--- src/rtl/instr_encoder.sv ---
// instr_encoder: turns mnemonic + operand bundles into 32-bit instruction
// words and streams them into instruction memory over a ready/valid write
// port. Opcodes in ins[31:26] follow the control decoder's opcode map.
// Optional feature macro: ENC_CHECKSUM_EN adds a 32-bit XOR checksum output
// accumulated over every word actually written to memory.
module instr_encoder #(
    parameter int ADDR_W    = 32,
    parameter int COUNT_W   = 16,
    parameter int ADDR_STEP = 4
) (
    input  logic               clk,
    input  logic               reset,
    input  logic               start,
    input  logic [ADDR_W-1:0]  base_addr,
    input  logic               in_valid,
    output logic               in_ready,
    input  logic [3:0]         in_mnem,
    input  logic [4:0]         in_rs,
    input  logic [4:0]         in_rt,
    input  logic [4:0]         in_rd,
    input  logic [15:0]        in_imm,
    input  logic [25:0]        in_target,
    input  logic               in_last,
    output logic               imem_we,
    output logic [ADDR_W-1:0]  imem_addr,
    output logic [31:0]        imem_wdata,
    input  logic               imem_ready,
    output logic               busy,
    output logic               done,
    output logic               err_illegal,
`ifdef ENC_CHECKSUM_EN
    output logic [31:0]        checksum,
`endif
    output logic [COUNT_W-1:0] count
);

    // Mnemonic codes presented on in_mnem; 11..15 are illegal.
    typedef enum logic [3:0] {
        MN_ROLV = 4'd0,
        MN_RORV = 4'd1,
        MN_AND  = 4'd2,
        MN_NOR  = 4'd3,
        MN_NOT  = 4'd4,
        MN_NORI = 4'd5,
        MN_LW   = 4'd6,
        MN_SW   = 4'd7,
        MN_JR   = 4'd8,
        MN_JAL  = 4'd9,
        MN_BLEU = 4'd10
    } mnem_t;

    // Opcode map shared with the control decoder.
    localparam logic [5:0] OP_ROLV = 6'b000000;
    localparam logic [5:0] OP_RORV = 6'b000010;
    localparam logic [5:0] OP_AND  = 6'b100000;
    localparam logic [5:0] OP_NOR  = 6'b100110;
    localparam logic [5:0] OP_NOT  = 6'b000100;
    localparam logic [5:0] OP_NORI = 6'b001110;
    localparam logic [5:0] OP_LW   = 6'b100011;
    localparam logic [5:0] OP_SW   = 6'b101011;
    localparam logic [5:0] OP_JR   = 6'b001000;
    localparam logic [5:0] OP_JAL  = 6'b000011;
    localparam logic [5:0] OP_BLEU = 6'b010000;

    typedef enum logic [1:0] {
        S_IDLE   = 2'd0,
        S_ACCEPT = 2'd1,
        S_WRITE  = 2'd2,
        S_DONE   = 2'd3
    } state_t;

    state_t      state;
    logic        last_q;     // the word held in imem_wdata ends the session
    logic [31:0] enc_word;
    logic        enc_legal;

    // Encode the current bundle; illegal mnemonics only raise enc_legal=0.
    always_comb begin
        // NOTE: every output of this block gets a default first so no path
        // leaves it unassigned, which would otherwise infer a latch.
        enc_word  = 32'b0;
        enc_legal = 1'b1;
        case (in_mnem)
            MN_ROLV: enc_word = {OP_ROLV, in_rs, in_rt, in_rd, 11'b0};
            MN_RORV: enc_word = {OP_RORV, in_rs, in_rt, in_rd, 11'b0};
            MN_AND:  enc_word = {OP_AND,  in_rs, in_rt, in_rd, 11'b0};
            MN_NOR:  enc_word = {OP_NOR,  in_rs, in_rt, in_rd, 11'b0};
            MN_NOT:  enc_word = {OP_NOT,  in_rs, 5'b0,  in_rd, 11'b0};
            MN_NORI: enc_word = {OP_NORI, in_rs, in_rt, in_imm};
            MN_LW:   enc_word = {OP_LW,   in_rs, in_rt, in_imm};
            MN_SW:   enc_word = {OP_SW,   in_rs, in_rt, in_imm};
            MN_BLEU: enc_word = {OP_BLEU, in_rs, in_rt, in_imm};
            MN_JR:   enc_word = {OP_JR,   in_rs, 21'b0};
            MN_JAL:  enc_word = {OP_JAL,  in_target};
            default: enc_legal = 1'b0;
        endcase
    end

    // Session FSM; every output is a register updated on the transition
    // into the state that owns it.
    always_ff @(posedge clk) begin
        // NOTE: all state here uses non-blocking assignments so every
        // register samples pre-edge values, independent of statement order.
        if (reset) begin
            state       <= S_IDLE;
            in_ready    <= 1'b0;
            imem_we     <= 1'b0;
            busy        <= 1'b0;
            done        <= 1'b0;
            err_illegal <= 1'b0;
            count       <= '0;
            imem_addr   <= '0;
            imem_wdata  <= '0;
            last_q      <= 1'b0;
`ifdef ENC_CHECKSUM_EN
            checksum    <= '0;
`endif
        end else begin
            done <= 1'b0;
            case (state)
                S_IDLE: begin
                    if (start) begin
                        imem_addr   <= base_addr;
                        count       <= '0;
                        err_illegal <= 1'b0;
`ifdef ENC_CHECKSUM_EN
                        checksum    <= '0;
`endif
                        in_ready    <= 1'b1;
                        busy        <= 1'b1;
                        state       <= S_ACCEPT;
                    end
                end
                S_ACCEPT: begin
                    if (in_valid && in_ready) begin
                        last_q <= in_last;
                        if (enc_legal) begin
                            imem_wdata <= enc_word;
                            imem_we    <= 1'b1;
                            in_ready   <= 1'b0;
                            state      <= S_WRITE;
                        end else begin
                            // Illegal word is dropped; address and count stay put.
                            err_illegal <= 1'b1;
                            if (in_last) begin
                                in_ready <= 1'b0;
                                done     <= 1'b1;
                                state    <= S_DONE;
                            end
                        end
                    end
                end
                S_WRITE: begin
                    if (imem_ready) begin
                        imem_we   <= 1'b0;
                        imem_addr <= imem_addr + ADDR_W'(ADDR_STEP);
                        if (count != '1) begin
                            count <= count + 1'b1;
                        end
`ifdef ENC_CHECKSUM_EN
                        checksum  <= checksum ^ imem_wdata;
`endif
                        if (last_q) begin
                            done  <= 1'b1;
                            state <= S_DONE;
                        end else begin
                            in_ready <= 1'b1;
                            state    <= S_ACCEPT;
                        end
                    end
                end
                S_DONE: begin
                    busy  <= 1'b0;
                    state <= S_IDLE;
                end
                default: begin
                    state <= S_IDLE;
                end
            endcase
        end
    end

endmodule

--- config.mk ---
export PLATFORM = sky130hd
export DESIGN_NAME = instr_encoder
export DESIGN_NICKNAME = d
export VERILOG_FILES = /design/src/rtl/instr_encoder.sv
export SDC_FILE = /design/constraint.sdc
export NUM_CORES = 1
export LEC_CHECK = 0
export BUFFER_PORTS_ARGS = -buffer_cell sky130_fd_sc_hd__buf_2
export CAP_MARGIN = 15
export CORE_MARGIN = 1
export CORE_UTILIZATION = 55
export DETAILED_ROUTE_END_ITERATION = 16
export PLACE_DENSITY_LB_ADDON = 0.1
export SYNTH_ARGS = -nofsm -noshare
export SYNTH_HDL_FRONTEND = slang
export SYNTH_SLANG_ARGS = --single-unit
--- constraint.sdc ---
create_clock -name clk -period 5 [get_ports clk]
set_clock_uncertainty 0.2 [all_clocks]
set_input_delay 1 -clock clk [delete_from_list [all_inputs] [get_ports clk]]
set_output_delay 1 -clock clk [all_outputs]
set_load 0.02 [all_outputs]
### Word level (Yosys, flattened, before mapping)

Index checks and enable logic that the tools add are counted.

| cells by class | value |
|---|---|
| equality and inequality tests | 22 |
| add/subtract/negate cells | 2 |
| multiplexer cells | 38 |
| reduce and logical (&&, ||, !) cells | 18 |

Operator list:

| cell | count |
|---|---|
| $pmux 32 s11 | 1 |
| $mux 32 | 2 |
| $pmux 32 s2 | 1 |
| $mux 16 | 3 |
| $add 32x3->32 const B | 1 |
| $pmux 16 s2 | 1 |
| $mux 1 | 18 |
| $add 16x1->16 const B | 1 |
| $eq 4x3->1 const B | 4 |
| $ne 16x16->1 const B | 1 |
| $reduce_and 4->1 | 4 |
| $ne 2x2->1 const B | 7 |
| $eq 4x4->1 const B | 3 |
| $mux 2 | 6 |
| $reduce_or 11->1 | 1 |
| $eq 4x2->1 const B | 2 |
| $pmux 1 s2 | 4 |
| $pmux 2 s4 | 1 |
| $reduce_bool 2->1 | 4 |
| $reduce_and 3->1 | 2 |
| $reduce_and 6->1 | 1 |
| $eq 2x2->1 const B | 2 |
| $eq 4x1->1 const B | 1 |
| $logic_not 4->1 | 1 |
| 7 further kinds | 8 |

| storage, ports and cells | value |
|---|---|
| output and inout bits | 85 |
| register bits | 88 |
| word-level logic and storage cells | 90 |
| input port bits | 99 |

### Logic depth before layout (Yosys ltp)

| logic depth | value |
|---|---|
| depth after elaboration | 6 |
| mapped depth | 9 |
| gate-level depth less buffers | 6 |

### Worst setup path before layout

OpenSTA, ideal clock, no wires.

| timing path | value |
|---|---|
| path type | input to register |
| start point | in start |
| end point | reg imem_addr[11] |
| setup slack | 2.391 ns |
| arrival | 2.313 ns |
| stages | 6 |
| buffers on the path | 2 |
| data required time | 4.705 ns |
| setup time | 0.095 ns |
| path through | buf_2 nand2b_1 clkbuf_1 nand2_1 or4_1 a221oi_1 |

| on the way | value |
|---|---|
| cells in the longest elaborated chain, start to end | 2 |

Ends and longest elaborated chain:

| what | RTL line | RTL |
|---|---|---|
| from (decl) | 13 | `input logic start,` |
| $ne 2x2->1 (no source line) | -- |  |
| $reduce_and 3->1 (no source line) | -- |  |
| to (signal assigned) | 123 | `imem_addr <= base_addr;` |
| to (signal assigned) | 156 | `imem_addr <= imem_addr + ADDR_W'(ADDR_STEP);` |
| to (decl) | 25 | `output logic [ADDR_W-1:0] imem_addr,` |

No other way between the ends.
A chain may end at the register's enable or synchronous reset.

### Worst setup path in the final report

| timing path | value |
|---|---|
| start point | reg state[0] |
| end point | reg imem_addr[13] |

| on the way | value |
|---|---|
| cells in the longest elaborated chain, start to end | 3 |
| elaborated cells on any way between the ends | 7 |
| classes of those cells | 3 x eq/ne; 1 x mux; 3 x reduce/logical |

Ends and longest elaborated chain:

| what | RTL line | RTL |
|---|---|---|
| from (decl) | 72 | `state_t state;` |
| from (signal assigned) | 105 | `state <= S_IDLE;` |
| from (signal assigned) | 131 | `state <= S_ACCEPT;` |
| from (signal assigned) | 141 | `state <= S_WRITE;` |
| $eq 2x2->1 / $logic_not 2->1 (equally long branches) | 120 | `case (state)` |
| $ne 2x2->1 (no source line) / $reduce_bool 2->1 (equally long branches) | -- |  |
| $reduce_and 3->1 (no source line) | -- |  |

Parallel ways exist; a longest one is shown, timed or not.

==> impl_metrics.prom <==
# TYPE chip_impl_metric gauge
chip_impl_info{name="run_status",value="completed"} 1
chip_impl_metric{name="synthesis.area_per_instance",unit="um2"} 7.699
chip_impl_metric{name="crit_required",unit="ns"} 5.04
chip_impl_metric{name="port-buffer-count",unit=""} 183
chip_impl_metric{name="power.density_cell_area",unit="nW/um2"} 392.9
chip_impl_metric{name="wl_met1",unit="um"} 6915
chip_impl_metric{name="grt_antenna_before_repair",unit=""} 0
chip_impl_metric{name="tightest_slew",unit="ns"} 1.113
chip_impl_metric{name="detailedRoute.firstPassIterationCount",unit=""} 5
chip_impl_info{name="unrepaired_setup_endpoints_after_global_routing",value="no"} 1
chip_impl_metric{name="cts.sinks",unit=""} 88
chip_impl_metric{name="fmax",unit="GHz"} 0.2740
chip_impl_metric{name="rows",unit=""} 35
chip_impl_metric{name="ios",unit=""} 184
chip_impl_metric{name="post_cts.resized_instances",unit=""} 0
chip_impl_metric{name="finalHoldViolations",unit=""} 0
chip_impl_metric{name="arrival",unit="ns"} 3.69
chip_impl_metric{name="hpwlAfterDp",unit="um"} 11590
chip_impl_metric{name="detail_route.iter0.violations",unit=""} 422
chip_impl_metric{name="yosys.area_share.xor_xnor",unit="%"} 0
chip_impl_info{name="criticalPathCategory",value="flop to flop"} 1
chip_impl_metric{name="yosys_synthesis_warning_count",unit=""} 0
chip_impl_metric{name="hold_buffers",unit=""} 0
chip_impl_metric{name="die_height",unit="um"} 100.4
chip_impl_metric{name="synth.area.mux_share",unit="%"} 0.9629
chip_impl_metric{name="crit_fanout",unit=""} 35
chip_impl_metric{name="antennaDiodeCount",unit=""} 0
chip_impl_metric{name="viasPerCell",unit=""} 6.399
chip_impl_info{name="synth_top_cell_by_area",value="dfxtp_1"} 1
chip_impl_info{name="end_kind",value="flop"} 1
chip_impl_metric{name="yosysSeqAreaShare",unit="%"} 33.07
chip_impl_metric{name="via_count_of_the_first_global_routing_pass",unit=""} 5665
chip_impl_metric{name="cts_setup_buffers",unit=""} 0
chip_impl_metric{name="cts_inserted_buffers",unit=""} 9
chip_impl_metric{name="fp.dieW",unit="um"} 100.4
chip_impl_metric{name="finalSetupViolCount",unit=""} 0
chip_impl_metric{name="final_critical_path_setup_slack",unit="ns"} 1.351
chip_impl_metric{name="layout.area.seq",unit="um2"} 1762
chip_impl_info{name="worstHoldPathType",value="flop to flop"} 1
chip_impl_info{name="synth_area_leaders",value="dfxtp_1 33%, a21oi_1 7.1%, o21ai_0 4.7%"} 1
chip_impl_info{name="most_used_flip_flop_cell_after_synthesis",value="dfxtp_1"} 1
chip_impl_metric{name="syn_to_final_growth",unit="%"} 21.68
chip_impl_info{name="endpoint_of_the_worst_hold_path",value="imem_wdata[30]"} 1
chip_impl_metric{name="post-route-min-period",unit="ns"} 3.649
chip_impl_metric{name="via_total_after_detailed_routing",unit=""} 6207
chip_impl_metric{name="core",unit="um2"} 9328
chip_impl_info{name="min-delay-start",value="imem_wdata[30]"} 1
chip_impl_metric{name="antenna_left",unit=""} 0
chip_impl_metric{name="clk_pin_slew",unit="ns"} 0.09
chip_impl_metric{name="fillers",unit=""} 815
chip_impl_metric{name="clock_insertion_delay_worst_skew",unit="ns"} 0.36
chip_impl_metric{name="place.gp.congestion",unit=""} 0.9266
chip_impl_metric{name="floorplan.die_area",unit="um2"} 10080
chip_impl_info{name="rr_startpoint",value="state[0]"} 1
chip_impl_metric{name="drt_drc_violations_left",unit=""} 0
chip_impl_metric{name="power_leakage",unit="uW"} 0.002689
chip_impl_info{name="cp-startpoint",value="state[0]"} 1
chip_impl_metric{name="gr-usage-all-layers",unit="%"} 32.59
chip_impl_info{name="cp_startpoint_kind",value="flop"} 1
chip_impl_metric{name="timing.final.crit_share",unit="%"} 72.98
chip_impl_metric{name="synth-edff-count",unit=""} 0
chip_impl_metric{name="syn_inst",unit=""} 692
chip_impl_metric{name="synth_compound_gate_area_share",unit="%"} 28.70
chip_impl_metric{name="worst-r2r-cell-count",unit=""} 6
chip_impl_metric{name="drt_wl_total",unit="um"} 16730
chip_impl_metric{name="synth.lib_cells_used.distinct",unit=""} 70
chip_impl_metric{name="maxCapViolCount",unit=""} 0
chip_impl_metric{name="h-tree-depth",unit=""} 3
chip_impl_metric{name="syn-num-nets",unit=""} 799
chip_impl_metric{name="wl_met2",unit="um"} 8031
chip_impl_metric{name="setup.reg_to_reg.worst_slack",unit="ns"} 1.35
chip_impl_info{name="combinational_family_with_the_most_area_after_synthesis",value="simple AND/OR/NAND/NOR gates"} 1
chip_impl_metric{name="place_area",unit="um2"} 6238
chip_impl_metric{name="fin_nets",unit=""} 944
chip_impl_metric{name="fin_total_pwr",unit="uW"} 2547
chip_impl_info{name="routed.top_layer",value="met4"} 1
chip_impl_metric{name="simple_gate_share_of_the_synthesized_area",unit="%"} 30.01
chip_impl_info{name="crit-reg2reg-capture",value="imem_addr[13]"} 1
chip_impl_metric{name="synth_top_area_share",unit="%"} 33.07
chip_impl_info{name="cts_root_buffer",value="clkbuf_8"} 1
chip_impl_metric{name="grt_max_degree",unit=""} 36
chip_impl_metric{name="synth_async_sr_flop_share",unit="%"} 0
chip_impl_metric{name="synth-seq-cells",unit=""} 88
chip_impl_metric{name="drv_slew",unit=""} 0
chip_impl_metric{name="globalRouteOverflowTotal",unit=""} 0
chip_impl_metric{name="max-vdd-ir-drop",unit="mV"} 0.1980
chip_impl_metric{name="final_area",unit="um2"} 6482
chip_impl_info{name="tritoncts_clock_tree",value="built"} 1
chip_impl_metric{name="initial_utilization",unit="%"} 57.12
chip_impl_metric{name="avgRoutedWirePerCell",unit="um"} 17.25
chip_impl_metric{name="synth_adder_area_share",unit="%"} 1.879
chip_impl_metric{name="slew_headroom",unit="%"} 25.77
chip_impl_metric{name="netlist_area",unit="um2"} 5328
chip_impl_metric{name="met3_wirelength",unit="um"} 1547
chip_impl_metric{name="multi_input_area",unit="um2"} 3289
chip_impl_metric{name="wire_length_of_the_first_global_routing_pass",unit="um"} 26680
chip_impl_metric{name="dp_slack",unit="ns"} 1.471
chip_impl_metric{name="timing.hold.worst_path_depth",unit=""} 2
chip_impl_metric{name="final_layout_size_suffix_gt1_share",unit="%"} 26.99
chip_impl_metric{name="ctsLongestPathBuffers",unit=""} 2
chip_impl_metric{name="final.setup.tns",unit="ns"} 0
-- metrics by stage --
step / instances / util [%] / hold slack (ns)
final: 970 / 69.50 / 0.2614
after floorplan: 692 / - / 0.2451
after global placement: 952 / 66.83 / 0.2447
after CTS: 968 / 69.34 / 0.2612
after detailed placement: 953 / 66.88 / 0.2484
after global routing: 970 / 69.50 / 0.2796
-- cell usage after synthesis, types with 5 or more instances --
cell type / number
ha_1: 8
or4_1: 13
o21ai_0: 50
nand2b_1: 20
nand4b_1: 13
a31oi_1: 12
nor2_1: 43
o31ai_1: 7
and2_1: 6
and3_1: 11
o211ai_1: 8
inv_1: 13
nand2_1: 64
nor2b_1: 6
clkbuf_1: 45
buf_2: 9
and4_1: 8
nor3_1: 16
a2111oi_0: 5
nor4_1: 19
a21oi_1: 76
a221oi_1: 13
nand3_1: 19
nand4_1: 24
dfxtp_1: 88
a22oi_1: 6
or3b_2: 5
-- registers in the layout, summed over array words and instances (netlist names) --
register / count
busy: 1
count: 16
done: 1
err_illegal: 1
imem_addr: 32
imem_wdata: 32
imem_we: 1
in_ready: 1
last_q: 1
state: 2
-- layer usage --
| metal | vias to the layer above | global-route usage, % |
|---|---|---|
| met3 | 26 | 7.312 |
| met2 | 361 | 55.16 |
| li1 | 2945 | - |
| met1 | 2875 | 41.06 |
| met5 | - | 0 |
| met4 | 0 | 10.59 |
-- worst max-delay path by stage --
stage | end | slack (ns)
2_1_floorplan | imem_addr[11] | 2.39
3_3_place_gp | imem_addr[13] | 1.54
3_5_place_dp | imem_addr[13] | 1.47
4_1_cts | imem_addr[13] | 1.47
5_1_grt | imem_addr[13] | 1.19
6_report | imem_addr[13] | 1.35
-- area by class of cell --
class                      instances  area share, %
sequential                        88          27.18
clock inverter                     4          1.197
timing repair buffer             193          15.25
multi-input combinational        531          50.74
clock buffer                      11          2.335
inverter                          14         0.8107
tap                              129          2.490
-- cells by family after synthesis --
group / after synthesis
flops: 88
fa+ha+maj: 8
buf+inv: 73
simple gates: 283
compound gates: 235
mux: 5
-- placed cells by master (no fill, tap or decap), drive strengths merged, types with 14 or more instances in the layout --
master and instances:
o21ai 51, buf 192, a21oi 76, nor3 16
nand4 25, or4 14, dfxtp 88, nand2b 20
nor2 43, nor4 21, nand3 20, nand2 64
-- power breakdown --
group / internal, uW / total, uW / switching [uW]
sequential: 821 / 1000 / 181
clock: 308 / 573 / 264
combinational: 335 / 973 / 638
-- worst max-delay path, stage by stage (launching register included) --
cell	delay, ns
dfxtp_1	0.38
inv_1	0.15
ha_1	0.73
clkinv_1	1.08
or3_2	0.77
o22ai_1	0.13
a211oi_1	0.09
Note: power is estimated with default switching activity, not from simulation.
